[config.mk]
export PLATFORM = sky130hd
export DESIGN_NAME = alu_cmd_issue_flat
export DESIGN_NICKNAME = d
export VERILOG_FILES = /design/src/rtl/alu_pkg.sv /design/src/rtl/alu_cmd_issue_if.sv /design/src/rtl/alu_cmd_fifo.sv /design/src/rtl/alu_cmd_issue.sv /design/src/flat_wrapper.sv
export SDC_FILE = /design/constraint.sdc
export NUM_CORES = 1
export LEC_CHECK = 0
export CORE_ASPECT_RATIO = 0.75
export CORE_MARGIN = 2
export CORE_UTILIZATION = 51
export DETAILED_ROUTE_END_ITERATION = 8
export PLACE_DENSITY_LB_ADDON = 0.2
export SYNTH_ARGS = -nofsm -noshare
export SYNTH_HDL_FRONTEND = slang
export SYNTH_HIERARCHICAL = 1
export SYNTH_SLANG_ARGS = --single-unit
[constraint.sdc]
create_clock -name Clk -period 6 [get_ports Clk]
set_clock_uncertainty 0.2 [all_clocks]
set_input_delay 0.6 -clock Clk [delete_from_list [all_inputs] [get_ports Clk]]
set_output_delay 0.6 -clock Clk [all_outputs]
set_load 0.01 [all_outputs]
[src/rtl/alu_pkg.sv]
// Shared definitions for the ALU issue stage: opcodes, power states and the
// command word carried through the issue FIFO.
package alu_pkg;

    localparam logic [2:0] OP_ADD = 3'b000;
    localparam logic [2:0] OP_SUB = 3'b001;
    localparam logic [2:0] OP_AND = 3'b010;
    localparam logic [2:0] OP_OR  = 3'b011;
    localparam logic [2:0] OP_XOR = 3'b100;
    localparam logic [2:0] OP_NOT = 3'b101;

    typedef enum logic [1:0] {
        ACTIVE = 2'b00,
        SLEEP  = 2'b01,
        WAKE   = 2'b10
    } pwr_state_e;

    typedef struct packed {
        logic [31:0] a;
        logic [31:0] b;
        logic [2:0]  op;
    } alu_cmd_t;

    // Codes 110 and 111 have no ALU operation behind them.
    function automatic logic op_is_legal(input logic [2:0] op);
        return op <= OP_NOT;
    endfunction

endpackage

[src/rtl/alu_cmd_issue_if.sv]
// Command handshake and ALU-side bus of the issue stage; the slave modport is
// the issue unit's view, the master modport the command source's view.
interface alu_cmd_issue_if #(
    parameter int DEPTH = 4
);
    localparam int CNT_W = $clog2(DEPTH + 1);

    logic             In_Valid;
    logic             In_Ready;
    logic [31:0]      In_A;
    logic [31:0]      In_B;
    logic [2:0]       In_Opcode;
    logic [31:0]      Alu_A;
    logic [31:0]      Alu_B;
    logic [2:0]       Alu_Opcode;
    logic             Alu_Enable;
    logic             Sleep;
    logic             Illegal;
    logic [CNT_W-1:0] Count;

    modport slave (
        input  In_Valid, In_A, In_B, In_Opcode,
        output In_Ready, Alu_A, Alu_B, Alu_Opcode, Alu_Enable, Sleep, Illegal, Count
    );

    modport master (
        output In_Valid, In_A, In_B, In_Opcode,
        input  In_Ready, Alu_A, Alu_B, Alu_Opcode, Alu_Enable, Sleep, Illegal, Count
    );

endinterface

[src/rtl/alu_cmd_fifo.sv]
// Synchronous command FIFO with power-of-two depth; head word is visible
// combinationally on rdata whenever the FIFO is not empty.
module alu_cmd_fifo
    import alu_pkg::*;
#(
    parameter int DEPTH = 4
) (
    input  logic                         clk,
    input  logic                         rst,
    input  logic                         push,
    input  alu_cmd_t                     wdata,
    input  logic                         pop,
    output alu_cmd_t                     rdata,
    output logic                         full,
    output logic                         empty,
    output logic [$clog2(DEPTH+1)-1:0]   count
);
    localparam int AW    = $clog2(DEPTH);
    localparam int CNT_W = $clog2(DEPTH + 1);

    alu_cmd_t         mem_q [DEPTH];
    logic [AW-1:0]    wr_ptr_q, wr_ptr_d;
    logic [AW-1:0]    rd_ptr_q, rd_ptr_d;
    logic [CNT_W-1:0] count_q, count_d;
    logic             push_ok, pop_ok;

    assign full    = (count_q == CNT_W'(DEPTH));
    assign empty   = (count_q == '0);
    assign push_ok = push && !full;
    assign pop_ok  = pop && !empty;

    // Pointers wrap naturally because DEPTH is a power of two.
    always_comb begin
        wr_ptr_d = wr_ptr_q;
        rd_ptr_d = rd_ptr_q;
        count_d  = count_q;
        if (push_ok) wr_ptr_d = wr_ptr_q + AW'(1);
        if (pop_ok)  rd_ptr_d = rd_ptr_q + AW'(1);
        count_d = count_q + CNT_W'(push_ok) - CNT_W'(pop_ok);
    end

    always_ff @(posedge clk or posedge rst) begin
        if (rst) begin
            wr_ptr_q <= '0;
            rd_ptr_q <= '0;
            count_q  <= '0;
        end else begin
            wr_ptr_q <= wr_ptr_d;
            rd_ptr_q <= rd_ptr_d;
            count_q  <= count_d;
        end
    end

    always_ff @(posedge clk) begin
        if (push_ok) mem_q[wr_ptr_q] <= wdata;
    end

    assign rdata = mem_q[rd_ptr_q];
    assign count = count_q;

endmodule

[src/rtl/alu_cmd_issue.sv]
// ALU issue stage: buffers commands, issues one per cycle in ACTIVE, holds the
// operand registers while idle and steps through SLEEP/WAKE to save power.
module alu_cmd_issue
    import alu_pkg::*;
#(
    parameter int DEPTH       = 4,
    parameter int IDLE_CYCLES = 8,
    parameter int WAKE_CYCLES = 2
) (
    input  logic            Clk,
    input  logic            Rst,
    alu_cmd_issue_if.slave  bus
);
    localparam int CNT_W = $clog2(DEPTH + 1);
    localparam int IW    = (IDLE_CYCLES > 1) ? $clog2(IDLE_CYCLES) : 1;
    localparam int WW    = (WAKE_CYCLES > 1) ? $clog2(WAKE_CYCLES) : 1;

    pwr_state_e       state_q, state_d;
    logic [IW-1:0]    idle_q, idle_d;
    logic [WW-1:0]    wake_q, wake_d;
    logic [31:0]      alu_a_q, alu_a_d;
    logic [31:0]      alu_b_q, alu_b_d;
    logic [2:0]       alu_op_q, alu_op_d;
    logic             alu_en_q, alu_en_d;
    logic             sleep_q, sleep_d;
    logic             illegal_q, illegal_d;

    alu_cmd_t         in_cmd, head;
    logic             full, empty, accept, legal, push, pop;
    logic [CNT_W-1:0] count;

    assign bus.In_Ready = !Rst && !full;
    assign accept       = bus.In_Valid && bus.In_Ready;
    assign legal        = op_is_legal(bus.In_Opcode);
    assign push         = accept && legal;
    assign pop          = (state_q == ACTIVE) && !empty;
    assign in_cmd       = '{a: bus.In_A, b: bus.In_B, op: bus.In_Opcode};

    alu_cmd_fifo #(.DEPTH(DEPTH)) u_fifo (
        .clk   (Clk),
        .rst   (Rst),
        .push  (push),
        .wdata (in_cmd),
        .pop   (pop),
        .rdata (head),
        .full  (full),
        .empty (empty),
        .count (count)
    );

    // Operand registers only load on issue, so the ALU inputs stay quiet when idle.
    always_comb begin
        state_d   = state_q;
        idle_d    = idle_q;
        wake_d    = wake_q;
        alu_a_d   = alu_a_q;
        alu_b_d   = alu_b_q;
        alu_op_d  = alu_op_q;
        alu_en_d  = 1'b0;
        illegal_d = accept && !legal;
        unique case (state_q)
            ACTIVE: begin
                if (!empty) begin
                    alu_a_d  = head.a;
                    alu_b_d  = head.b;
                    alu_op_d = head.op;
                    alu_en_d = 1'b1;
                    idle_d   = '0;
                end else if (push) begin
                    idle_d = '0;
                end else if (idle_q == IW'(IDLE_CYCLES - 1)) begin
                    state_d = SLEEP;
                    idle_d  = '0;
                end else begin
                    idle_d = idle_q + IW'(1);
                end
            end
            SLEEP: begin
                if (push) begin
                    state_d = WAKE;
                    wake_d  = WW'(WAKE_CYCLES - 1);
                end
            end
            WAKE: begin
                if (wake_q == '0) state_d = ACTIVE;
                else              wake_d  = wake_q - WW'(1);
            end
            default: state_d = ACTIVE;
        endcase
        sleep_d = (state_d == SLEEP);
    end

    always_ff @(posedge Clk or posedge Rst) begin
        if (Rst) begin
            state_q   <= ACTIVE;
            idle_q    <= '0;
            wake_q    <= '0;
            alu_a_q   <= '0;
            alu_b_q   <= '0;
            alu_op_q  <= OP_ADD;
            alu_en_q  <= 1'b0;
            sleep_q   <= 1'b0;
            illegal_q <= 1'b0;
        end else begin
            state_q   <= state_d;
            idle_q    <= idle_d;
            wake_q    <= wake_d;
            alu_a_q   <= alu_a_d;
            alu_b_q   <= alu_b_d;
            alu_op_q  <= alu_op_d;
            alu_en_q  <= alu_en_d;
            sleep_q   <= sleep_d;
            illegal_q <= illegal_d;
        end
    end

    assign bus.Alu_A      = alu_a_q;
    assign bus.Alu_B      = alu_b_q;
    assign bus.Alu_Opcode = alu_op_q;
    assign bus.Alu_Enable = alu_en_q;
    assign bus.Sleep      = sleep_q;
    assign bus.Illegal    = illegal_q;
    assign bus.Count      = count;

endmodule

[src/flat_wrapper.sv]
// flat-port wrapper written by rule: the top's interface ports become plain ports
module alu_cmd_issue_flat import alu_pkg::*;
#(
    parameter int DEPTH       = 4,
    parameter int IDLE_CYCLES = 8,
    parameter int WAKE_CYCLES = 2
)
  (Clk, Rst, bus_In_Valid, bus_In_A, bus_In_B, bus_In_Opcode, bus_In_Ready, bus_Alu_A, bus_Alu_B, bus_Alu_Opcode, bus_Alu_Enable, bus_Sleep, bus_Illegal, bus_Count);
  alu_cmd_issue_if #(.DEPTH(DEPTH)) bus_i ();
  input  logic Clk;
  input  logic Rst;
  input wire logic [$bits(bus_i.In_Valid)-1:0] bus_In_Valid;
  input wire logic [$bits(bus_i.In_A)-1:0] bus_In_A;
  input wire logic [$bits(bus_i.In_B)-1:0] bus_In_B;
  input wire logic [$bits(bus_i.In_Opcode)-1:0] bus_In_Opcode;
  output wire logic [$bits(bus_i.In_Ready)-1:0] bus_In_Ready;
  output wire logic [$bits(bus_i.Alu_A)-1:0] bus_Alu_A;
  output wire logic [$bits(bus_i.Alu_B)-1:0] bus_Alu_B;
  output wire logic [$bits(bus_i.Alu_Opcode)-1:0] bus_Alu_Opcode;
  output wire logic [$bits(bus_i.Alu_Enable)-1:0] bus_Alu_Enable;
  output wire logic [$bits(bus_i.Sleep)-1:0] bus_Sleep;
  output wire logic [$bits(bus_i.Illegal)-1:0] bus_Illegal;
  output wire logic [$bits(bus_i.Count)-1:0] bus_Count;
  assign bus_i.In_Valid = bus_In_Valid;
  assign bus_i.In_A = bus_In_A;
  assign bus_i.In_B = bus_In_B;
  assign bus_i.In_Opcode = bus_In_Opcode;
  assign bus_In_Ready = bus_i.In_Ready;
  assign bus_Alu_A = bus_i.Alu_A;
  assign bus_Alu_B = bus_i.Alu_B;
  assign bus_Alu_Opcode = bus_i.Alu_Opcode;
  assign bus_Alu_Enable = bus_i.Alu_Enable;
  assign bus_Sleep = bus_i.Sleep;
  assign bus_Illegal = bus_i.Illegal;
  assign bus_Count = bus_i.Count;
  alu_cmd_issue #(.DEPTH(DEPTH), .IDLE_CYCLES(IDLE_CYCLES), .WAKE_CYCLES(WAKE_CYCLES)) u_core (.Clk(Clk), .Rst(Rst), .bus(bus_i));
endmodule
**Yosys cells after proc, flatten, opt, wreduce, memory -nomap -nowiden**

Memories as Yosys holds them, arrays and structs flattened. A register that Yosys moved wholly into a read port is not among the register bits.
Cells that the tools add are included.

- Add/sub/neg operators: 6
- Order comparisons: 1
- Equality and inequality tests: 6
- Multiplexer cells: 16
- Bitwise logic cells: 1
- Reduce and logical (&&, ||, !) cells: 16

Operators with widths:

| cell | count |
|---|---|
| 2-bit two-way mux | 5 |
| 3-bit two-way mux | 3 |
| 1-bit logical AND | 7 |
| 3-bit equality test, second input constant | 2 |
| 1-bit two-way mux | 6 |
| 2-bit case mux with 3 select lines | 1 |
| 2-bit by 1-bit adder with 2-bit output, second input constant | 2 |
| 2-bit by 1-bit equality test with 1-bit output, second input constant | 2 |
| 1-bit logical NOT | 4 |
| 2-bit AND reduction | 2 |
| 3-bit by 1-bit adder with 3-bit output | 1 |
| 3-bit by 1-bit adder with 3-bit output, second input constant | 1 |
| 3-bit less-or-equal comparator, second input constant | 1 |
| 3-bit logical NOT | 1 |
| 3-bit by 1-bit subtractor with 3-bit output | 1 |
| 2-bit equality test, second input constant | 1 |
| 2-bit logical NOT | 1 |
| 2-bit inequality test, second input constant | 1 |
| 1-bit case mux with 2 select lines | 1 |
| 2-bit nonzero test | 1 |
| 1-bit NOT | 1 |
| 1-bit subtractor, second input constant | 1 |

- Register bits after elaboration: 16
- Bits in writable memories: 268
- Output and inout bits: 74
- Logic and storage cells: 56
- Memories kept: 1

Memory list:

| name | depth | bits a word | read ports | clocked after Yosys merged registers in | wr ports | RTL line | RTL |
|---|---|---|---|---|---|---|---|
| u_core.u_fifo.mem_q | 4 | 67 | 1 | 1 | 1 | alu_cmd_fifo.sv:21 | `alu_cmd_t mem_q [DEPTH];` |

**Longest topological paths before layout**

Gate-level depths: netlist (run 1).

- Depth in word-level cells: 9
- Gate-level depth with buffers: 13
- Depth with buffers taken out: 10

**Modules after synthesis**

The synthesis (run 1) kept the hierarchy.

Modules (own cells, without submodules):

| module | times used | cells each | area each (um^2) | sequential area each (um^2) |
|---|---|---|---|---|
| alu_cmd_fifo | 1 | 393 | 10146.0 | 8222.9 |
| alu_cmd_issue | 1 | 181 | 3011.6 | 1901.8 |

**Worst setup path after synthesis (run 1)**

No wires, ideal clock.

- Path type: register to register
- Start point: reg u_core.u_fifo.count_q[2] (netlist: u_core/u_fifo/count[2])
- End point: mem u_core/u_fifo/mem_q[0][0] (netlist bit), enable pin
- Setup time: 0.432 ns
- Arrival time: 3.086 ns
- Required time: 5.368 ns
- Path slack: 2.281 ns
- Stages on the path, launching flop included: 6
- Clock period less this slack: 3.719 ns
- Cells stage by stage: dfrtp_1 nor3b_2 nor3b_1 and2_1 clkbuf_1 and3b_1

- Longest elaborated chain between the ends: 8

RTL lines:

| what | RTL line | RTL |
|---|---|---|
| start, declared | alu_cmd_fifo.sv:24 | `logic [CNT_W-1:0] count_q, count_d;` |
| start signal, assigned | alu_cmd_fifo.sv:50 | `count_q <= count_d;` |
| 3-bit equality test | alu_cmd_fifo.sv:27 | `assign full = (count_q == CNT_W'(DEPTH));` |
| named net u_core.full | alu_cmd_issue.sv:29 | `logic full, empty, accept, legal, push, pop;` |
| 1-bit logical NOT | alu_cmd_issue.sv:32 | `assign bus.In_Ready = !Rst && !full;` |
| 1-bit logical AND | alu_cmd_issue.sv:32 |  |
| 1-bit logical AND | alu_cmd_issue.sv:33 | `assign accept = bus.In_Valid && bus.In_Ready;` |
| 1-bit logical AND | alu_cmd_issue.sv:35 | `assign push = accept && legal;` |
| named net u_core.push | alu_cmd_issue.sv:29 |  |
| 1-bit logical AND | alu_cmd_fifo.sv:29 | `assign push_ok = push && !full;` |
| 1-bit two-way mux | alu_cmd_fifo.sv:55 | `if (push_ok) mem_q[wr_ptr_q] <= wdata;` |
| 1-bit two-way mux (implied by the code) | alu_cmd_fifo.sv:55 |  |
| end, declared | alu_cmd_fifo.sv:21 |  |

The timed path passes the listed nets, and every way through them passes these cells.

**Worst setup path in the final report (run 1)**

- Start point: reg u_core.u_fifo.count_q[2] (netlist: u_core/u_fifo/count[2])
- End point: mem u_core/u_fifo/mem_q[2][7] (netlist bit), enable pin

- Longest elaborated chain between the ends: 8

RTL lines:

| what | RTL line |
|---|---|
| 3-bit equality test (*) | alu_cmd_fifo.sv:27 |
| named net u_core.full | alu_cmd_issue.sv:29 |
| 1-bit logical NOT (*) | alu_cmd_fifo.sv:29, alu_cmd_issue.sv:32 |
| 1-bit logical AND | alu_cmd_issue.sv:32 |
| 1-bit logical AND | alu_cmd_issue.sv:33 |
| 1-bit logical AND | alu_cmd_issue.sv:35 |
| 1-bit logical AND (*) | alu_cmd_fifo.sv:29 |
| 1-bit two-way mux (*) | alu_cmd_fifo.sv:55 |
| 1-bit two-way mux (implied by the code) (*) | alu_cmd_fifo.sv:55 |

Mark *: on every way through the listed nets, which the timed path passes. The rest lies on a longest branch.

==> qor.csv, run 1 <==
stage,metric,value,unit
logic_synthesis,area share of xor/xnor cells in the synthesized design,0.2663,%
logic_synthesis,sequential fraction of the synthesis area,76.95,%
grt,largest net degree at the start of global routing,77,
worst_setup_path,startpoint-to-endpoint class of the critical path,flip-flop to flip-flop,
grt,GRT Resource Usage Total,17.78,%
power_and_ir_drop,power density over the cells,467.4,nW/µm²
placement,DPL Wire Length,13930,µm
route,First DRT Iteration DRCs,434,
floorplan,Die X,189.5,µm
floorplan,initial standard-cell utilization of the core,52.32,%
power_and_ir_drop,overall power after layout,7.386,mW
worst_setup_path,Critical Path AT,3.36,ns
final_layout,area taken by multi-input logic gates,2791,µm²
grt,residual overflow from global routing,0,
power_and_ir_drop,Leak,5.464,nW
route,Total Routed Length,23340,µm
logic_synthesis,number of warnings issued by yosys,6,
route,via total after detailed routing,5920,
logic_synthesis,Unique masters post-synth,36,
sta,minimum hold slack,0.2667,ns
sta,post-layout minimum cycle time,3.371,ns
route,number of remaining DRC errors,0,
clock_network,Worst-Skew Late Latency,0.55,ns
route,first-pass iteration count of the detailed router,5,
worst_setup_path,logic depth of the worst register-to-register path,5,
floorplan,die outline area,27110,µm²
final_layout,"commonest cells after routing, fill and taps aside","268 x sky130_fd_sc_hd__edfxtp_1, 143 x sky130_fd_sc_hd__clkdlybuf4s50_1, 81 x sky130_fd_sc_hd__dfrtp_1",
sta,Tcrit/Tclk final,56.19,%
sta,unrepaired setup endpoints after global routing,no,
clock_network,clock root buffer,sky130_fd_sc_hd__clkbuf_16,
clock_network,CTS tree,yes,
logic_synthesis,adder-cell share of the synthesized area,0.9129,%
grt,number of antenna violations at the first check in global routing,2,
outcome,outcome,"finished, final reports clean",
logic_synthesis,area of the mapped netlist,13160,µm²
sta,slew at the pin closest to its max-slew limit,1.062,ns
clock_network,CTS resizes,0,
sta,hold violation total from the final report,0,
logic_synthesis,synthesized area divided by synthesized cell count,22.92,µm²
floorplan,Rows,50,
logic_synthesis,share of the synthesized area in compound gates (AO/OA/AOI/OAI),0.5420,%
final_layout,Filler Cells Inserted,1750,
logic_synthesis,share of flip-flops with an asynchronous set or reset,23.65,%
clock_network,buffers inserted during post-CTS setup optimization,0,
worst_setup_path,peak fanout along the critical path,38,
clock_network,number of levels the H-tree was split into,1,
worst_setup_path,setup slack on the worst flop-to-flop path,2.63,ns
route,average detailed-routed wire length per instance,21.33,µm
final_layout,Layout Area Growth over Synthesis,20.11,%
route,number of vias per cell after detailed routing,5.411,
flow_run,reported max-cap violation count,0,
logic_synthesis,flop and latch count out of synthesis,351,
floorplan,die span in y,143.1,µm
sta,upper clock frequency limit,296.6,MHz
logic_synthesis,"Top FF cell, synth",sky130_fd_sc_hd__edfxtp_1,
logic_synthesis,"Net Count, Synth",653,
placement,Port-buffer cells,143,
final_layout,"most common cell after layout, fill and taps aside",sky130_fd_sc_hd__edfxtp_1,
logic_synthesis,post-synthesis instance total,574,
logic_synthesis,simple-gate area share of the yosys netlist,1.636,%
final_layout,net count of the finished layout,810,
final_layout,Register Area,10130,µm²
worst_hold_path,path class of the lowest-slack min-delay path,primary input to async pin,
clock_network,Max Buffers Root-to-Sink,3,
logic_synthesis,largest family of logic cells by synthesized area,multiplexers,
placement,placed instance count,1036,
placement,gpl congestion,0.7372,
sta,"Slew Viols, Final",0,
final_layout,Final Instance Count excl. Fillers,1094,
worst_setup_path,category of the worst setup path capture point,flip-flop,
clock_network,CTS Hold Bufs,0,
worst_setup_path,RR Startpoint,u_core/u_fifo/count[2],
clock_network,Clock transition at path regs,0.06,ns
clock_network,CTS Buf Count,31,
final_layout,fraction of final layout cells sized beyond drive strength 1,25.83,%
logic_synthesis,share of synthesized area spent on multiplexers,17.74,%
sta,worst relative slew slack,29.23,%
route,post-detailed-route count of antenna-violating nets,0,
worst_setup_path,Required @ worst endpoint,5.99,ns
grt,wire length of the first global-routing pass,36290,µm
sta,Setup TNS Final,0,ns
worst_setup_path,launching element type of the critical path,flip-flop,
power_and_ir_drop,peak supply drop,0.0002591,V
logic_synthesis,number of enable-type register cells in the synthesized netlist,268,
sta,# setup viols final,0,
grt,vias in the first global route,6255,
clock_network,number of clock sinks seen by CTS,351,
floorplan,# IOs,144,
floorplan,core box area,25150,µm²
worst_setup_path,Crit Reg-Reg Endpoint,u_core/u_fifo/mem_q[2][7],
[worst max-delay path by stage]
| stage | from | endpoint | slack (ns) | cells past startpoint |
|---|---|---|---|---|
| 2_1_floorplan | u_core/u_fifo/count[2] | u_core/u_fifo/mem_q[0][0] | 2.28 | 5 |
| 5_1_grt | u_core/u_fifo/count[2] | u_core/u_fifo/mem_q[3][9] | 2.42 | 5 |
| 6_report | u_core/u_fifo/count[2] | u_core/u_fifo/mem_q[2][7] | 2.63 | 5 |
| 3_3_place_gp | Rst | u_core/u_fifo/mem_q[2][15] | 2.29 | 5 |
| 3_5_place_dp | Rst | u_core/u_fifo/mem_q[1][13] | 2.19 | 5 |
| 4_1_cts | u_core/u_fifo/count[2] | u_core/u_fifo/mem_q[0][7] | 2.61 | 5 |
[per-layer routing]
layer / global-route usage (%) / part of all wire (%) / vias up
met4: 4.243 / 2.1 / 2
met1: 26.45 / 45 / 3081
met3: 3.883 / 6.3 / 29
met2: 27.28 / 46 / 172
met5: 0 / 0.047 / -
li1: - / - / 2636
[cell type report]
class | instances | share of cell area (%)
clock buffer | 47 | 5.605
timing repair buffer | 149 | 9.342
clock inverter | 10 | 0.3563
sequential | 351 | 64.11
antenna | 1 | 0.01583
multi-input combinational | 189 | 17.66
tap | 338 | 2.676
inverter | 9 | 0.2296
[critical path: stages (launching register included)]
cell and delay (ns):
sky130_fd_sc_hd__dfrtp_1 0.47, sky130_fd_sc_hd__nor3b_2 0.25, sky130_fd_sc_hd__nor3b_1 0.31, sky130_fd_sc_hd__and2_1 0.48
sky130_fd_sc_hd__and3b_4 0.72, sky130_fd_sc_hd__buf_4 0.53
[Yosys cell counts (all sizes together), types with 2 or more instances]
cell	instances	area [µm²]
clkbuf	4	15.01
nand2b	4	25.02
nor2	3	27.53
nor3b	2	20.02
inv	9	33.78
xnor2	4	35.03
and3b	4	35.03
dfrtp	83	2077
nor3	3	15.01
buf	21	207.7
edfxtp	268	8048
nand4bb	2	22.52
o211ai	2	15.01
mux4	67	1509
nand2	6	22.52
ha	8	100.1
mux2	67	825.8
nand3	3	15.01
o21ai	5	28.78
[state kept, by name, summed over array words and instances (netlist names)]
signal                  flops
u_core/wake_q               1
u_core/u_fifo/mem_q       268
u_core/bus.Alu_A           32
u_core/state_q              2
u_core/u_fifo/rd_ptr_q      2
u_core/bus.Alu_Enable       1
u_core/bus.Sleep            1
u_core/idle_q               3
u_core/u_fifo/count         3
u_core/bus.Alu_B           32
u_core/bus.Illegal          1
u_core/u_fifo/wr_ptr_q      2
u_core/bus.Alu_Opcode       3
[power by group]
part	internal (mW)	leakage [nW]	total, mW	switching [mW]
clock network	1.01	0.458	1.83	0.815
registers	3.06	3.40	3.45	0.385
logic	1.33	1.60	2.11	0.779
total	5.41	5.46	7.39	1.98
[through the flow]
| stage | setup WS (ns) | instance area (µm²) | util (%) |
|---|---|---|---|
| 3_3_place_gp | 2.292 | 14860 | 59.08 |
| 5_1_grt | 2.417 | 15800 | 62.83 |
| 4_1_cts | 2.611 | 15800 | 62.83 |
| 3_5_place_dp | 2.190 | 14860 | 59.08 |
| 2_1_floorplan | 2.281 | 13160 | - |
| 6_report | 2.629 | 15800 | 62.84 |
[logic make-up (layout without fill, tap and decap cells)]
| family | Yosys count | count (layout) |
|---|---|---|
| AOI/OAI and AO/OA | 11 | 11 |
| xor gates and xnor gates | 4 | 4 |
| adders and majority gates | 9 | 9 |
| buffers and inverters | 34 | 215 |
| DFF | 351 | 351 |
| muxes | 134 | 134 |
| other | 0 | 1 |
| and+or+nand+nor | 31 | 31 |
No activity file was read; power rests on OpenSTA's default activity.
==> run 2, diff against run 1 <==
Clock period 6 ns to 3 ns, I/O delays scaled along.
==> qor.csv, run 2 (synthesis gave the netlist of run 1 again) <==
stage,metric,value,unit,change
sta,post-layout minimum cycle time,2.796,ns,-0.5751 ns
sta,"Slew Viols, Final",0,,unchanged
sta,hold violation total from the final report,0,,unchanged
worst_setup_path,launching element type of the critical path,flip-flop,,
floorplan,core box area,25150,µm²,unchanged
floorplan,# IOs,144,,unchanged
sta,upper clock frequency limit,357.6,MHz,+21%
route,number of remaining DRC errors,0,,unchanged
route,number of vias per cell after detailed routing,5.492,,+1.5%
floorplan,die outline area,27110,µm²,unchanged
sta,slew at the pin closest to its max-slew limit,1.222,ns,+0.1607 ns
grt,number of antenna violations at the first check in global routing,3,,+1
final_layout,net count of the finished layout,828,,+2.2%
route,Total Routed Length,24520,µm,+5.1%
worst_setup_path,peak fanout along the critical path,8,,-79%
final_layout,"most common cell after layout, fill and taps aside",sky130_fd_sc_hd__edfxtp_1,,
sta,minimum hold slack,0.2190,ns,-0.04778 ns
sta,worst relative slew slack,18.52,%,-11 points
floorplan,die span in y,143.1,µm,unchanged
grt,largest net degree at the start of global routing,70,,-9.1%
final_layout,register with the most flip-flops,u_core/u_fifo/mem_q,,
placement,Port-buffer cells,143,,unchanged
power_and_ir_drop,power density over the cells,959.4,nW/µm²,+110%
worst_setup_path,Critical Path Source,u_core/u_fifo/count[1],,
sta,Tcrit/Tclk final,93.21,%,+37 points
route,average detailed-routed wire length per instance,21.99,µm,+3.1%
worst_setup_path,Critical Path AT,3.02,ns,-0.34 ns
power_and_ir_drop,Leak,5.692,nW,+4.2%
worst_setup_path,startpoint-to-endpoint class of the critical path,flip-flop to flip-flop,,
worst_hold_path,number of stages on the worst hold path,1,,
worst_setup_path,RR Startpoint,u_core/u_fifo/count[1],,
floorplan,Die X,189.5,µm,unchanged
worst_hold_path,path class of the lowest-slack min-delay path,primary input to flip-flop,,
worst_setup_path,logic depth of the worst register-to-register path,10,,+5
final_layout,Filler Cells Inserted,1700,,-2.9%
sta,setup slack after layout,0.2038,ns,-2.425 ns
worst_setup_path,Required @ worst endpoint,3.23,ns,-2.76 ns
clock_network,number of levels the H-tree was split into,2,,+1
placement,DPL Wire Length,14520,µm,+4.3%
worst_setup_path,cells along the critical path,"nor3_2, nor2_8, o31ai_1, inv_1, ha_1, inv_1, ha_1, fa_1, xnor2_1, xnor2_1",,
grt,vias in the first global route,6659,,+6.5%
grt,GR Util met2,30.71,%,+3.4 points
floorplan,initial standard-cell utilization of the core,52.32,%,unchanged
route,First DRT Iteration DRCs,320,,-26%
flow_run,reported max-cap violation count,0,,unchanged
final_layout,Layout Area Growth over Synthesis,23.72,%,
power_and_ir_drop,peak supply drop,0.0004592,V,+77%
final_layout,max FFs per register,268,,unchanged
grt,global-route layer with the greatest usage,met2,,
clock_network,Worst-Skew Late Latency,0.52,ns,-0.03 ns
route,post-detailed-route count of antenna-violating nets,0,,unchanged
clock_network,clock root buffer,sky130_fd_sc_hd__clkbuf_16,,
floorplan,Rows,50,,unchanged
grt,wire length of the first global-routing pass,38270,µm,+5.5%
sta,unrepaired setup endpoints after global routing,no,,
final_layout,"commonest cells after routing, fill and taps aside","268 x sky130_fd_sc_hd__edfxtp_1, 143 x sky130_fd_sc_hd__clkdlybuf4s50_1, 81 x sky130_fd_sc_hd__dfrtp_1",,
clock_network,Clock transition at path regs,0.06,ns,about the same
worst_setup_path,category of the worst setup path capture point,flip-flop,,
placement,gpl congestion,0.7664,,+4.0%
route,via total after detailed routing,6124,,+3.4%
grt,GRT Resource Usage Total,18.92,%,+1.1 points
clock_network,Max Buffers Root-to-Sink,3,,unchanged
worst_hold_path,worst hold start,bus_In_A[1],,
final_layout,fraction of final layout cells sized beyond drive strength 1,28.48,%,+2.7 points
clock_network,number of clock sinks seen by CTS,351,,unchanged
sta,Setup TNS Final,0,ns,unchanged
clock_network,CTS Buf Count,35,,+13%
route,first-pass iteration count of the detailed router,4,,-1
placement,Worst Setup Slack post-DPL,0.06133,ns,-2.128 ns
worst_setup_path,CP peak stage delay,0.52,ns,-0.20 ns
worst_setup_path,standard cell with the maximum stage delay on the critical path,sky130_fd_sc_hd__nor3_2,,
grt,met1 track demand over resource in global routing,26.13,%,-0.32 points
grt,fraction of met3 tracks used by global routing,4.694,%,+0.81 points
outcome,outcome,"finished, final reports clean",,
clock_network,CTS tree,yes,,
grt,residual overflow from global routing,0,,unchanged
sta,# setup viols final,0,,unchanged
## run 2: cell types whose count changed in the layout (fill, tap and decap cells not counted), moves of 2 or more
cell / delta
sky130_fd_sc_hd__clkinv_2: +5
sky130_fd_sc_hd__clkbuf_16: +5
sky130_fd_sc_hd__bufinv_16: +3
sky130_fd_sc_hd__buf_12: +12
sky130_fd_sc_hd__clkbuf_8: -2
sky130_fd_sc_hd__clkbuf_1: -4
## run 2: path summary, 6_finish.rpt
path,endpoint,slack (ns)
hold reg to reg,u_core/bus.Alu_B[28],0.31
max in group asynchronous,u_core/bus.Alu_A[24],1.32
setup / recovery,u_core/u_fifo/count[2],0.20
hold / removal,u_core/u_fifo/mem_q[3][36],0.22
setup reg to reg,u_core/u_fifo/count[2],0.20
min in group asynchronous,u_core/u_fifo/count[2],0.58
## run 2: final cells by class
| class | count | area [µm²] | area share (%) |
|---|---|---|---|
| Sequential cell | 351 | 10130 | 62.24 |
| Multi-Input combinational cell | 189 | 2801 | 17.21 |
| Timing Repair Buffer | 163 | 1734 | 10.65 |
| Clock buffer | 46 | 968.4 | 5.949 |
| Tap cell | 338 | 422.9 | 2.598 |
| Clock inverter | 18 | 180.2 | 1.107 |
| Inverter | 9 | 36.28 | 0.2229 |
| Antenna cell | 1 | 2.502 | 0.01537 |
## run 2: layer usage
layer / routed length (µm) / share of wire, % / up-vias
li1: - / - / 2675
met1: 10750 / 44 / 3227
met2: 11930 / 49 / 176
met3: 1441 / 5.9 / 42
met4: 370 / 1.5 / 4
met5: 27 / 0.11 / -
## run 2: report_power, final
group / leakage, nW / internal, mW / switching [mW] / total, mW
Clock: 0.570 / 2.55 / 1.74 / 4.29
Sequential: 3.40 / 6.13 / 0.658 / 6.79
Combinational: 1.72 / 2.80 / 1.74 / 4.54
Total: 5.69 / 11.5 / 4.14 / 15.6
## run 2: critical path: cells and delay by family, from the launching register on
kind / cells / cell delay (ns)
AOI/OAI and AO/OA: 1 / 0.11
xor gates and xnor gates: 2 / 0.35
adders and majority gates: 3 / 0.87
buffers and inverters: 2 / 0.14
DFF: 1 / 0.46
and+or+nand+nor: 2 / 0.59
## run 2: repair_timing
action / 4_1_cts / 5_1_grt
hold buffers: 1 / 0
endpoints found under the hold margin: 4 / 0
setup buffers: 0 / 1
gates resized for setup: 0 / 1
endpoints found under the setup margin: 0 / 1
## run 2: stage by stage
stage / util (%) / instances / instance area, µm² / power [mW]
floorplan: - / 574 / 13170 / 9.601
global placement: 60.06 / 1048 / 15100 / 11.34
detailed placement: 60.06 / 1048 / 15100 / 11.47
CTS: 64.67 / 1113 / 16260 / 15.82
global route: 64.72 / 1114 / 16280 / 16.39
finish: 64.73 / 1115 / 16280 / 15.62
